<file path="config.mk">
export PLATFORM = sky130hd
export DESIGN_NAME = attention_av_scheduler
export DESIGN_NICKNAME = d
export VERILOG_FILES = /design/src/rtl/attention_av_scheduler.sv
export SDC_FILE = /design/constraint.sdc
export NUM_CORES = 1
export LEC_CHECK = 0
export BUFFER_PORTS_ARGS = -buffer_cell sky130_fd_sc_hd__clkbuf_2
export CORE_MARGIN = 4
export CORE_UTILIZATION = 50
export CTS_CLUSTER_DIAMETER = 100
export CTS_CLUSTER_SIZE = 10
export DETAILED_ROUTE_END_ITERATION = 12
export GPL_TIMING_DRIVEN = 0
export PLACE_DENSITY_LB_ADDON = 0.15
export SYNTH_ARGS = -nofsm -noshare
export SYNTH_HDL_FRONTEND = slang
export SYNTH_SLANG_ARGS = --single-unit
</file>
<file path="constraint.sdc">
create_clock -name clk -period 3.05 [get_ports clk]
set_input_delay 0.305 -clock clk [delete_from_list [all_inputs] [get_ports clk]]
set_output_delay 0.305 -clock clk [all_outputs]
set_load 0.03 [all_outputs]
</file>
<file path="src/rtl/attention_av_scheduler.sv">
// attention_av_scheduler: drives one shared A*V MAC lane through the
// Z[l,n,e] = sum_l2 A[l,n,l2]*V[l2,n,e] loop nest. It scans the per-token
// precision codes to find the tokens that are kept, then issues one beat per
// term, with pruned tokens skipped. It then waits for every Z result before it
// reports done.
module attention_av_scheduler #(
  parameter int L = 8,
  parameter int N = 1,
  parameter int E = 8,
  localparam int AW = $clog2(L * N * ((L > E) ? L : E))
) (
  input  logic            clk,
  input  logic            rst_n,
  input  logic            start,
  input  logic            abort,
  input  logic [4*L-1:0]  token_prec,
  output logic            busy,
  output logic            done,
  output logic            aborted,
  output logic            err,
  output logic            iss_valid,
  input  logic            iss_ready,
  output logic [AW-1:0]   iss_a_addr,
  output logic [AW-1:0]   iss_v_addr,
  output logic [AW-1:0]   iss_z_addr,
  output logic [1:0]      iss_prec,
  output logic            iss_first,
  output logic            iss_last,
  output logic            iss_zero,
  input  logic            res_valid
);

  localparam int LW    = (L > 1) ? $clog2(L) : 1;
  localparam int NW    = (N > 1) ? $clog2(N) : 1;
  localparam int EW    = (E > 1) ? $clog2(E) : 1;
  localparam int TOTAL = L * N * E;
  localparam int CW    = $clog2(TOTAL + 1);

  typedef enum logic [2:0] {
    S_IDLE, S_SCAN, S_ISSUE, S_DRAIN, S_DONE
  } state_e;

  state_e          state_q, state_d;
  logic [4*L-1:0]  prec_q, prec_d;
  logic [L-1:0]    keep_q, keep_d;
  logic [LW-1:0]   scan_q, scan_d;
  logic [LW-1:0]   first_q, first_d;
  logic [LW-1:0]   last_q, last_d;
  logic [LW-1:0]   l_q, l_d;
  logic [NW-1:0]   n_q, n_d;
  logic [EW-1:0]   e_q, e_d;
  logic [LW-1:0]   l2_q, l2_d;
  logic [CW-1:0]   res_cnt_q, res_cnt_d;
  logic            err_q, err_d;
  logic            aborted_q, aborted_d;

  // Lowest set bit index of a keep vector (0 when empty).
  function automatic logic [LW-1:0] first_of(input logic [L-1:0] v);
    first_of = '0;
    for (int t = L - 1; t >= 0; t--) if (v[t]) first_of = LW'(t);
  endfunction

  // Highest set bit index of a keep vector (0 when empty).
  function automatic logic [LW-1:0] last_of(input logic [L-1:0] v);
    last_of = '0;
    for (int t = 0; t < L; t++) if (v[t]) last_of = LW'(t);
  endfunction

  // Next kept token strictly above cur.
  function automatic logic [LW-1:0] next_of(input logic [L-1:0] v, input logic [LW-1:0] cur);
    next_of = '0;
    for (int t = L - 1; t >= 0; t--) if (v[t] && (t > int'(cur))) next_of = LW'(t);
  endfunction

  logic       all_pruned;
  logic       is_first, is_last;
  logic [3:0] cur_code;

  assign all_pruned = ~|keep_q;
  assign is_first   = all_pruned | (l2_q == first_q);
  assign is_last    = all_pruned | (l2_q == last_q);
  assign cur_code   = prec_q[{l2_q, 2'b00} +: 4];

  // Next-state: job sequencing, loop-nest walk, result counting, abort override
  always_comb begin
    state_d   = state_q;
    prec_d    = prec_q;
    keep_d    = keep_q;
    scan_d    = scan_q;
    first_d   = first_q;
    last_d    = last_q;
    l_d       = l_q;
    n_d       = n_q;
    e_d       = e_q;
    l2_d      = l2_q;
    res_cnt_d = res_cnt_q;
    err_d     = err_q;
    aborted_d = 1'b0;

    unique case (state_q)
      S_IDLE: begin
        if (start) begin
          state_d   = S_SCAN;
          prec_d    = token_prec;
          keep_d    = '0;
          scan_d    = '0;
          first_d   = '0;
          last_d    = '0;
          l_d       = '0;
          n_d       = '0;
          e_d       = '0;
          l2_d      = '0;
          res_cnt_d = '0;
          err_d     = 1'b0;
        end
      end
      S_SCAN: begin
        keep_d[scan_q] = (prec_q[{scan_q, 2'b00} +: 4] != 4'hF);
        if (scan_q == LW'(L - 1)) begin
          // keep_d now holds every token, so the bounds are final here
          state_d = S_ISSUE;
          first_d = first_of(keep_d);
          last_d  = last_of(keep_d);
          l2_d    = first_of(keep_d);
        end else begin
          scan_d = scan_q + LW'(1);
        end
      end
      S_ISSUE: begin
        if (iss_ready) begin
          if (is_last) begin
            l2_d = first_q;
            if (e_q == EW'(E - 1)) begin
              e_d = '0;
              if (n_q == NW'(N - 1)) begin
                n_d = '0;
                if (l_q == LW'(L - 1)) state_d = S_DRAIN;
                else                   l_d     = l_q + LW'(1);
              end else begin
                n_d = n_q + NW'(1);
              end
            end else begin
              e_d = e_q + EW'(1);
            end
          end else begin
            l2_d = next_of(keep_q, l2_q);
          end
        end
      end
      S_DRAIN: begin
        if (res_cnt_q == CW'(TOTAL)) state_d = S_DONE;
      end
      S_DONE:  state_d = S_IDLE;
      default: state_d = S_IDLE;
    endcase

    // A start clears err, so a result arriving in the start cycle is ignored
    if (res_valid && !(state_q == S_IDLE && start)) begin
      if (state_q == S_IDLE || state_q == S_SCAN || res_cnt_q == CW'(TOTAL))
        err_d = 1'b1;
      else if (state_q == S_ISSUE || state_q == S_DRAIN)
        res_cnt_d = res_cnt_q + CW'(1);
    end

    // Abort overrides everything, including a handshake this cycle
    if (abort && state_q != S_IDLE) begin
      state_d   = S_IDLE;
      aborted_d = 1'b1;
    end
  end

  // State and job registers
  always_ff @(posedge clk or negedge rst_n) begin
    if (!rst_n) begin
      state_q   <= S_IDLE;
      prec_q    <= '0;
      keep_q    <= '0;
      scan_q    <= '0;
      first_q   <= '0;
      last_q    <= '0;
      l_q       <= '0;
      n_q       <= '0;
      e_q       <= '0;
      l2_q      <= '0;
      res_cnt_q <= '0;
      err_q     <= 1'b0;
      aborted_q <= 1'b0;
    end else begin
      state_q   <= state_d;
      prec_q    <= prec_d;
      keep_q    <= keep_d;
      scan_q    <= scan_d;
      first_q   <= first_d;
      last_q    <= last_d;
      l_q       <= l_d;
      n_q       <= n_d;
      e_q       <= e_d;
      l2_q      <= l2_d;
      res_cnt_q <= res_cnt_d;
      err_q     <= err_d;
      aborted_q <= aborted_d;
    end
  end

  assign busy    = (state_q != S_IDLE);
  assign done    = (state_q == S_DONE) & ~abort;
  assign aborted = aborted_q;
  assign err     = err_q;

  // Issue fields are forced to zero outside ISSUE so that idle outputs stay quiet
  always_comb begin
    iss_valid  = (state_q == S_ISSUE);
    iss_a_addr = '0;
    iss_v_addr = '0;
    iss_z_addr = '0;
    iss_prec   = 2'd0;
    iss_first  = 1'b0;
    iss_last   = 1'b0;
    iss_zero   = 1'b0;
    if (iss_valid) begin
      iss_a_addr = AW'((int'(l_q) * N + int'(n_q)) * L + int'(l2_q));
      iss_v_addr = AW'((int'(l2_q) * N + int'(n_q)) * E + int'(e_q));
      iss_z_addr = AW'((int'(l_q) * N + int'(n_q)) * E + int'(e_q));
      iss_first  = is_first;
      iss_last   = is_last;
      iss_zero   = all_pruned;
      if (all_pruned)            iss_prec = 2'd2;
      else if (cur_code == 4'h0) iss_prec = 2'd0;
      else if (cur_code == 4'h1) iss_prec = 2'd1;
      else                       iss_prec = 2'd2;
    end
  end

endmodule

</file>
==> results of run 1 <==
==> per-stage QoR <==
step	std cells	setup WS [ns]	area [µm²]
2_1_floorplan	494	0.568	4230
3_3_place_gp	664	0.488	4680
3_5_place_dp	665	0.460	4710
4_1_cts	679	0.0788	4900
5_1_grt	678	0.0435	4900
6_report	678	0.214	4900
==> routing by layer <==
metal | GRT usage [%] | up-vias
met3 | 4.17 | 21
met5 | 0 | -
met2 | 38.5 | 125
met1 | 30.8 | 1827
li1 | - | 1876
met4 | 9.03 | 0
==> path summary, 6_finish.rpt <==
check	start	end	slack [ns]	depth (start not counted)
worst min register to register	prec_q[1]	prec_q[1]	0.50	2
max in group asynchronous	rst_n	prec_q[22]	2.09	3
worst max-delay path	l2_q[0]	iss_prec[0]	0.21	7
worst min-delay path	token_prec[29]	prec_q[29]	0.14	3
min in group asynchronous	rst_n	e_q[2]	0.40	2
worst max register to register	scan_q[2]	l2_q[1]	0.81	6
==> power groups by stage <==
stage / clock network, mW / logic, mW / registers [mW]
global placement: 0 / 2.16 / 1.54
finish: 0.716 / 2.20 / 1.53
detailed placement: 0 / 2.18 / 1.55
floorplan: 0 / 1.65 / 1.48
global route: 0.773 / 2.44 / 1.58
CTS: 0.728 / 2.20 / 1.53
==> area by class of cell <==
type	instances	area (µm²)
Inverter	14	52.6
Clock buffer	9	124
Tap cell	105	131
Sequential cell	70	1750
Timing Repair Buffer	67	365
Buffer	35	189
Multi-Input combinational cell	374	2230
Clock inverter	4	51.3
Fill cell	794	3320
==> critical path, stage by stage, from the launching register on <==
cell	delay [ns]
dfrtp_1	0.36
buf_2	0.26
buf_2	0.32
nor4b_1	0.30
nor4b_1	0.12
a211o_1	0.26
nor3_1	0.28
clkbuf_2	0.27
==> flip-flops by register name (all words and copies together), names as in the netlist <==
| name | cells |
|---|---|
| aborted | 1 |
| first_q | 3 |
| last_q | 3 |
| l_q | 3 |
| keep_q | 8 |
| err | 1 |
| prec_q | 32 |
| state_q | 3 |
| l2_q | 3 |
| res_cnt_q | 7 |
| e_q | 3 |
| scan_q | 3 |
==> timing repair <==
action / CTS / global route
hold buffers: 1 / 0
setup buffers: 0 / 0
setup endpoints to repair: 0 / 8
hold endpoints to repair: 20 / 0
==> synthesized netlist by cell type, types with 3 or more instances <==
master	number
mux2_2	5
a21oi_1	26
and2_1	11
nor4b_1	3
buf_4	13
clkbuf_1	12
nor3_1	12
inv_1	12
a21o_1	7
a221o_1	3
nand3b_1	3
mux2i_1	7
buf_2	7
o21ai_0	22
nor2b_1	4
o31ai_1	3
xnor2_1	7
nand2b_1	5
nand4_1	7
dfrtp_1	70
nor2_1	24
nand2_1	132
buf_1	4
ha_1	8
a22o_1	10
nor4_1	7
nand3_1	12
==> cells by family (layout without fill, tap and decap cells) <==
kind of cell	after synthesis	count (layout)	share of synthesized area, %
AND/OR/NAND/NOR	238	238	26.7
AO/OA/AOI/OAI	106	106	18.0
flip-flops	70	70	41.4
buffers and inverters	50	129	5.80
multiplexers	14	14	4.05
adder cells (fa/ha/maj)	8	8	2.37
XOR/XNOR	8	8	1.66
==> impl_metrics.ini, run 1 <==
[finish]
utilization_pct = 59.6
layout_common_cells = nand2_1, dfrtp_1, clkbuf_2
areaGrowthSynthToFinish_pct = 15.8
final_nets = 617
layout-drive-gt1-share_pct = 20.9
layout_commonest_cell = nand2_1
antenna_cells = 0

[logic_synthesis]
async_flop_share_pct = 100
ys_seq_area_share_pct = 41.4
synth_nets = 540
synth_top_area_cell = dfrtp_1
synth_ff_type = dfrtp_1
yosysWarningCount = 0
ys_ff_latch = 70
netlist_area_um2 = 4230
synth_edf_count = 0
synthTopCellsByArea = dfrtp_1, nand2_1, a21oi_1
synth_cells = 494
avgSynthCellArea_um2 = 8.56
synth_top_area_share_pct = 41.4
synth.distinct_cells = 70

[placement]
hpwlAfterDp_um = 8460
io_buffer_count = 65
gp_congestion = 0.917

[floorplan]
row_count = 33
die-width_um = 100
start_util_pct = 51.5
die_area_um2 = 9990
num_io_pins = 66
die_h_um = 100
core_um2 = 8220

[clock_network]
clk_latency_ns = 0.36
root_buffer = clkbuf_8
clk_pin_slew_ns = 0.08
cts_resized = 0
cts_made_buffers = 9
cts_tree = yes
clock_path_buffers = 2
cts.sinks = 70
htreeDepth = 3

[detailed_routing]
post-route-drc-count = 0
drt_iter0_drc = 162
vias = 3849
vias_per_cell = 5.68
avgRoutedWirePerCell_um = 16.6
wl_met3_um = 617
wl_met2_um = 5290
wl_met1_um = 5050
wirelength_um = 11200
firstDrtPassIters = 5
dr.max_layer_used = met4
ant_nets = 0

[sta]
rsz0062_at_grt = false
maxSlewViolCount = 0
finClkSkew_ns = 0.0108
post-route-min-period_ns = 2.84
relSlewSlack_pct = 60.8
tns_ns = 0
setup_violations = 0
post-route-period-util_pct = 93.0
max_freq_mhz = 353
whs_ns = 0.136
hold_viol_final = 0
tightest_slew_ns = 0.581

[pwr]
p_clk_share_pct = 16.1
pwr-share-comb_pct = 49.5
switching_power_mw = 1.98
power_frac_seq_pct = 34.5
sw_frac_of_total_pct = 44.5
ir_worst_vdd_mv = 0.398
intPower_mw = 2.47
power_mw = 4.45
p_leak_nw = 2.39
power_per_cell_area_nw_per_um2 = 909

[global_route]
antenna_found_initial = 0
grt_max_degree = 51
grt_pass1_wl_um = 18500
grt_pass1_vias = 3752
grt_usage_pct = 23.4
globalRouteOverflowTotal = 0

[run]
maxCapViolCount = 0

[critical_path]
worstPathRequired_ns = 2.74
arrival_ns = 2.53
crit_fanout = 10
cp-start-kind = flip-flop
critPathKind = flip-flop to output pin
end_kind = output pin

[status]
status = complete, no violations

[hold_path]
holdCritPathClass = input pin to flip-flop
Power figures use the tool's default switching activity.
==> run 2, diff against run 1 <==
--- a/config.mk
+++ b/config.mk
@@ -6,8 +6,10 @@
 export NUM_CORES = 1
 export LEC_CHECK = 0
 export BUFFER_PORTS_ARGS = -buffer_cell sky130_fd_sc_hd__clkbuf_2
+export CELL_PAD_IN_SITES_DETAIL_PLACEMENT = 0
+export CELL_PAD_IN_SITES_GLOBAL_PLACEMENT = 1
 export CORE_MARGIN = 4
-export CORE_UTILIZATION = 50
+export CORE_UTILIZATION = 46
 export CTS_CLUSTER_DIAMETER = 100
 export CTS_CLUSTER_SIZE = 10
 export DETAILED_ROUTE_END_ITERATION = 12
==> run 2 against run 1 <==
Compared with the run above: fmax about the same; sequential share of layout area is 0.50 points lower; utilization down 3.5 points; critical endpoint is now iss_z_addr[5]; critical path type unchanged; design area rose by 1.4%; largest cell class unchanged; setup slack improved by 0.00087 ns.
==> impl_metrics.ini, run 2 (same netlist as run 1, synthesis figures left out) <==
[status]
status = complete, no violations

[floorplan]
die_h_um = 104
core_um2 = 8850
die_area_um2 = 10800
start_util_pct = 47.8
die-width_um = 104
row_count = 34
num_io_pins = 66

[global_route]
grt_usage_pct = 22.5
grt_pass1_wl_um = 19800
grt_max_degree = 49
globalRouteOverflowTotal = 0
antenna_found_initial = 0
grt_pass1_vias = 3918

[detailed_routing]
wirelength_um = 11600
avgRoutedWirePerCell_um = 17.0
firstDrtPassIters = 4
vias = 3834
ant_nets = 0
vias_per_cell = 5.61
drt_iter0_drc = 183
post-route-drc-count = 0

[finish]
antenna_cells = 0
final_nets = 617
layout_commonest_cell = nand2_1
areaGrowthSynthToFinish_pct = 17.5
reg_top3 = prec_q x32, keep_q x8, res_cnt_q x7
layout-drive-gt1-share_pct = 21.0
largest_reg_flops = 32
registers.top_by_ff_count = prec_q
layout_common_cells = nand2_1, dfrtp_1, clkbuf_2
final_cell_area_um2 = 4970

[clock_network]
clk_latency_ns = 0.35
clock_path_buffers = 2
cts.sinks = 70
cts_tree = yes
cts_made_buffers = 9
clk_pin_slew_ns = 0.09
htreeDepth = 3
root_buffer = clkbuf_8
post-cts-setup-buffers = 0

[placement]
pre_cts_slack_ns = 0.567
place_area_um2 = 4720
gp_congestion = 0.894
hpwlAfterDp_um = 8740
io_buffer_count = 65

[critical_path]
crit_fanout = 10
cp-start-kind = flip-flop
rr_startpoint = scan_q[1]
worstPathRequired_ns = 2.74
r2r_slack_ns = 0.81
end_kind = output pin
setup.worst_path.start = state_q[1]
arrival_ns = 2.53
critPathKind = flip-flop to output pin

[pwr]
switching_power_mw = 2.02
p_leak_nw = 2.43
power_mw = 4.68
p_clk_share_pct = 19.6
power_frac_seq_pct = 32.7
intPower_mw = 2.66
ir_worst_vdd_mv = 0.460
power_per_cell_area_nw_per_um2 = 942
pwr-share-comb_pct = 47.7
sw_frac_of_total_pct = 43.3

[sta]
finClkSkew_ns = 0.0137
tightest_slew_ns = 0.626
rsz0062_at_grt = false
setup_violations = 0
maxSlewViolCount = 0
relSlewSlack_pct = 58.3
max_freq_mhz = 353
post-route-min-period_ns = 2.84
hold_viol_final = 0
tns_ns = 0
post-route-period-util_pct = 93.0
fin_ws_ns = 0.214

[hold_path]
holdCritPathClass = input pin to flip-flop
hp-start = token_prec[15]

[run]
maxCapViolCount = 0
-- run 2: per-layer routing --
metal,track usage (%),share of wire (%),up-vias
met5,0,0,-
met4,7.60,1.9,0
met3,3.91,5.4,19
met2,37.2,47,111
met1,30.0,45,1824
li1,-,-,1880
-- run 2: path summary, 6_finish.rpt --
check	endpoint	cells past startpoint
min	prec_q[15]	3
min in group asynchronous	e_q[2]	2
min reg2reg	prec_q[4]	2
max reg2reg	l2_q[1]	6
max in group asynchronous	prec_q[21]	3
max	iss_z_addr[5]	9
-- run 2: power by group through the flow --
stage               clock network [mW]  logic, mW  registers (mW)
detailed placement                   0       2.21            1.55
global route                     0.978       2.48            1.58
global placement                     0       2.17            1.53
floorplan                            0       1.65            1.48
CTS                              0.934       2.22            1.53
finish                           0.918       2.23            1.53
-- run 2: critical path: stages, from the launching register on --
cell	delay (ns)
dfrtp_1	0.33
buf_2	0.19
inv_1	0.07
or3_1	0.33
clkbuf_1	0.25
inv_2	0.17
clkbuf_1	0.32
and2_1	0.21
buf_4	0.11
clkbuf_2	0.19
-- run 2: what timing repair did --
action | 4_1_cts | 5_1_grt
endpoints found under the hold margin | 22 | 0
hold buffers | 1 | 0
endpoints found under the setup margin | 0 | 1
gates resized for setup | 0 | 1
-- run 2: area by class of cell --
| cell class | count | area (µm²) |
|---|---|---|
| Inverter | 14 | 52.6 |
| Tap cell | 108 | 135 |
| Fill cell | 873 | 3880 |
| Multi-Input combinational cell | 374 | 2230 |
| Buffer | 35 | 191 |
| Clock buffer | 11 | 131 |
| Sequential cell | 70 | 1750 |
| Clock inverter | 5 | 108 |
| Timing Repair Buffer | 67 | 365 |
-- run 2: through the flow --
| stage | cells | util [%] | hold WS, ns |
|---|---|---|---|
| after detailed placement | 668 | 53.3 | 0.271 |
| after global placement | 667 | 53.0 | 0.481 |
| after floorplan | 494 | - | 0.00941 |
| after CTS | 685 | 56.1 | 0.129 |
| after global routing | 684 | 56.1 | 0.135 |
| final | 684 | 56.1 | 0.143 |
==> run 3, diff against run 2 <==
--- a/config.mk
+++ b/config.mk
@@ -5,11 +5,12 @@
 export SDC_FILE = /design/constraint.sdc
 export NUM_CORES = 1
 export LEC_CHECK = 0
+export ABC_AREA = 1
 export BUFFER_PORTS_ARGS = -buffer_cell sky130_fd_sc_hd__clkbuf_2
 export CELL_PAD_IN_SITES_DETAIL_PLACEMENT = 0
 export CELL_PAD_IN_SITES_GLOBAL_PLACEMENT = 1
 export CORE_MARGIN = 4
-export CORE_UTILIZATION = 46
+export CORE_UTILIZATION = 44
 export CTS_CLUSTER_DIAMETER = 100
 export CTS_CLUSTER_SIZE = 10
 export DETAILED_ROUTE_END_ITERATION = 12
==> constraint.sdc (replaced) <==
create_clock -name clk -period 3.05 [get_ports clk]
set_input_delay 0.305 -clock clk [delete_from_list [all_inputs] [get_ports clk]]
set_output_delay 0.305 -clock clk [all_outputs]
set_load 0.02 [all_outputs]
==> run 3 against run 2 <==
Compared with the run above: critical path depth increased by 1; register-to-register slack got worse by 0.27 ns; total power decreased by 1.6%; cell count is 11% higher; area after synthesis down 3.4%; clock skew is 0.0010 ns lower; clock power fell by 17%; design area shrank 3.7%; clock-buffer cell count down 2; synthesized cell count increased by 15%; die area grew 0.91%; critical endpoint is now iss_prec[1].
==> impl_metrics.ini, run 3 <==
[clock_network]
clk_pin_slew_ns = 0.09
htreeDepth = 3
clock_path_buffers = 2
cts_made_buffers = 9
hold_buffers = 1
post-cts-setup-buffers = 0
clk_latency_ns = 0.35
root_buffer = clkbuf_8
cts_tree = yes
cts.sinks = 70
cts_resized = 0

[floorplan]
core_um2 = 8890
start_util_pct = 45.9
die-width_um = 104
die_h_um = 104
row_count = 34
num_io_pins = 66
die_area_um2 = 10900

[hold_path]
holdPathStages = 3
holdCritPathClass = input pin to flip-flop

[sta]
rsz0062_at_grt = false
tns_ns = 0
hold_viol_final = 0
relSlewSlack_pct = 66.5
tightest_slew_ns = 0.502
post-route-min-period_ns = 2.82
setup_violations = 0
finClkSkew_ns = 0.0127
post-route-period-util_pct = 92.5
maxSlewViolCount = 0
max_freq_mhz = 354

[logic_synthesis]
synth_edf_count = 0
synth_nets = 614
ys_seq_area_share_pct = 42.9
synth_ff_type = dfrtp_1
netlist_area_um2 = 4080
synthTopCellsByArea = dfrtp_1, nand2_1, inv_1
synth_cells = 568
async_flop_share_pct = 100
synth_top_area_share_pct = 42.9
ys_ff_latch = 70
yosysWarningCount = 0
synth.distinct_cells = 40
synthTopCellsByCount = nand2_1, inv_1, dfrtp_1
yosysMostFrequentCell = nand2_1
synth_top_area_cell = dfrtp_1
avgSynthCellArea_um2 = 7.19

[detailed_routing]
drt_iter0_drc = 203
wirelength_um = 11100
avgRoutedWirePerCell_um = 14.6
firstDrtPassIters = 5
post-route-drc-count = 0
vias_per_cell = 5.16
ant_nets = 0
vias = 3917

[global_route]
globalRouteOverflowTotal = 0
grt_usage_pct = 21.4
grt_pass1_vias = 3896
grt_pass1_wl_um = 19000
grt_max_degree = 47
antenna_found_initial = 0

[finish]
registers.top_by_ff_count = prec_q
ff_latch_area_um2 = 1750
fillers = 913
layout_common_cells = nand2_1, inv_1, dfrtp_1
reg_top3 = prec_q x32, keep_q x8, res_cnt_q x7
layout_commonest_cell = nand2_1
layout-drive-gt1-share_pct = 18.1
largest_reg_flops = 32
areaGrowthSynthToFinish_pct = 17.1
multi_input_area_um2 = 1850
antenna_cells = 0
final_nets = 692

[placement]
hpwlAfterDp_um = 8470
gp_congestion = 0.895
io_buffer_count = 65

[critical_path]
r2r_cells = 13
worstPathRequired_ns = 2.74
arrival_ns = 2.52
crit_fanout = 8
end_kind = output pin
critPathKind = flip-flop to output pin
cp-start-kind = flip-flop

[status]
status = complete, no violations

[pwr]
power_mw = 4.61
p_leak_nw = 2.50
power_per_cell_area_nw_per_um2 = 963
ir_worst_vdd_mv = 0.413

[run]
maxCapViolCount = 0
run 3: cell types whose count changed after synthesis, moves of 6 or more:
cell	change
mux2i_1	-6
and2_1	-11
nand2_1	+6
nor2_1	+21
o21ai_0	+36
a21oi_1	-7
nand3_1	+30
o21ai_1	+11
a21o_1	-7
inv_2	+9
inv_1	+66
a22o_1	-9
run 3: area by class of cell:
cell class	count	share of cell area, %
clock buffers	9	2.59
plain buffers	25	2.85
inverters	92	7.22
clock inverters	7	1.54
well taps	108	2.83
repair buffers	67	7.64
multi-input cells	381	38.7
flip-flops and latches	70	36.6
run 3: worst paths after layout:
kind                                     start          end  slack, ns
worst max-delay path                   l2_q[1]  iss_prec[1]       0.23
worst min-delay path            token_prec[29]   prec_q[29]       0.16
worst max register to register       scan_q[1]      l2_q[2]       0.54
worst min register to register       last_q[0]    last_q[0]       0.52
max in group asynchronous                rst_n    keep_q[4]       2.04
min in group asynchronous                rst_n   prec_q[30]       0.44
run 3: where the power goes:
part | switching, mW | internal (mW)
Clock | 0.385 | 0.381
Sequential | 0.209 | 1.27
Combinational | 1.63 | 0.732
run 3: logic make-up (layout without fill, tap and decap cells):
family	Yosys count	in the layout	share of synthesized area, %
xor gates and xnor gates	4	4	0.858
buffers and inverters	117	200	11.8
adders and majority gates	8	8	2.45
and+or+nand+nor	257	257	26.9
DFF	70	70	42.9
AOI/OAI and AO/OA	111	111	14.8
muxes	1	1	0.245
run 3: stage by stage:
stage | instance area [µm²] | utilization, % | hold slack (ns) | instances | setup slack, ns
2_1_floorplan | 4080 | - | 0.00941 | 568 | 0.876
3_3_place_gp | 4540 | 51.1 | 0.489 | 741 | 0.608
3_5_place_dp | 4570 | 51.4 | 0.276 | 742 | 0.617
4_1_cts | 4780 | 53.8 | 0.152 | 759 | 0.257
5_1_grt | 4780 | 53.8 | 0.163 | 759 | 0.194
6_report | 4780 | 53.8 | 0.161 | 759 | 0.228
run 3: per-layer routing:
metal  global-route usage, %  part of all wire [%]  up-vias  wire, µm
met2                    33.6                    44      105      4850
met3                    2.55                   5.3       14       582
met5                       0                     0        -         0
li1                        -                     -     1983         -
met4                    6.36                   1.5        0       167
met1                    31.1                    49     1815      5480
run 3: critical path: stages, from the launching register on:
cell and delay, ns:
dfrtp_1 0.33, clkbuf_1 0.36, inv_1 0.27, nor2_1 0.31
o31ai_1 0.11, o21ai_0 0.11, a31oi_1 0.07, o211ai_1 0.22
inv_1 0.06, nor2_1 0.14, clkbuf_2 0.20
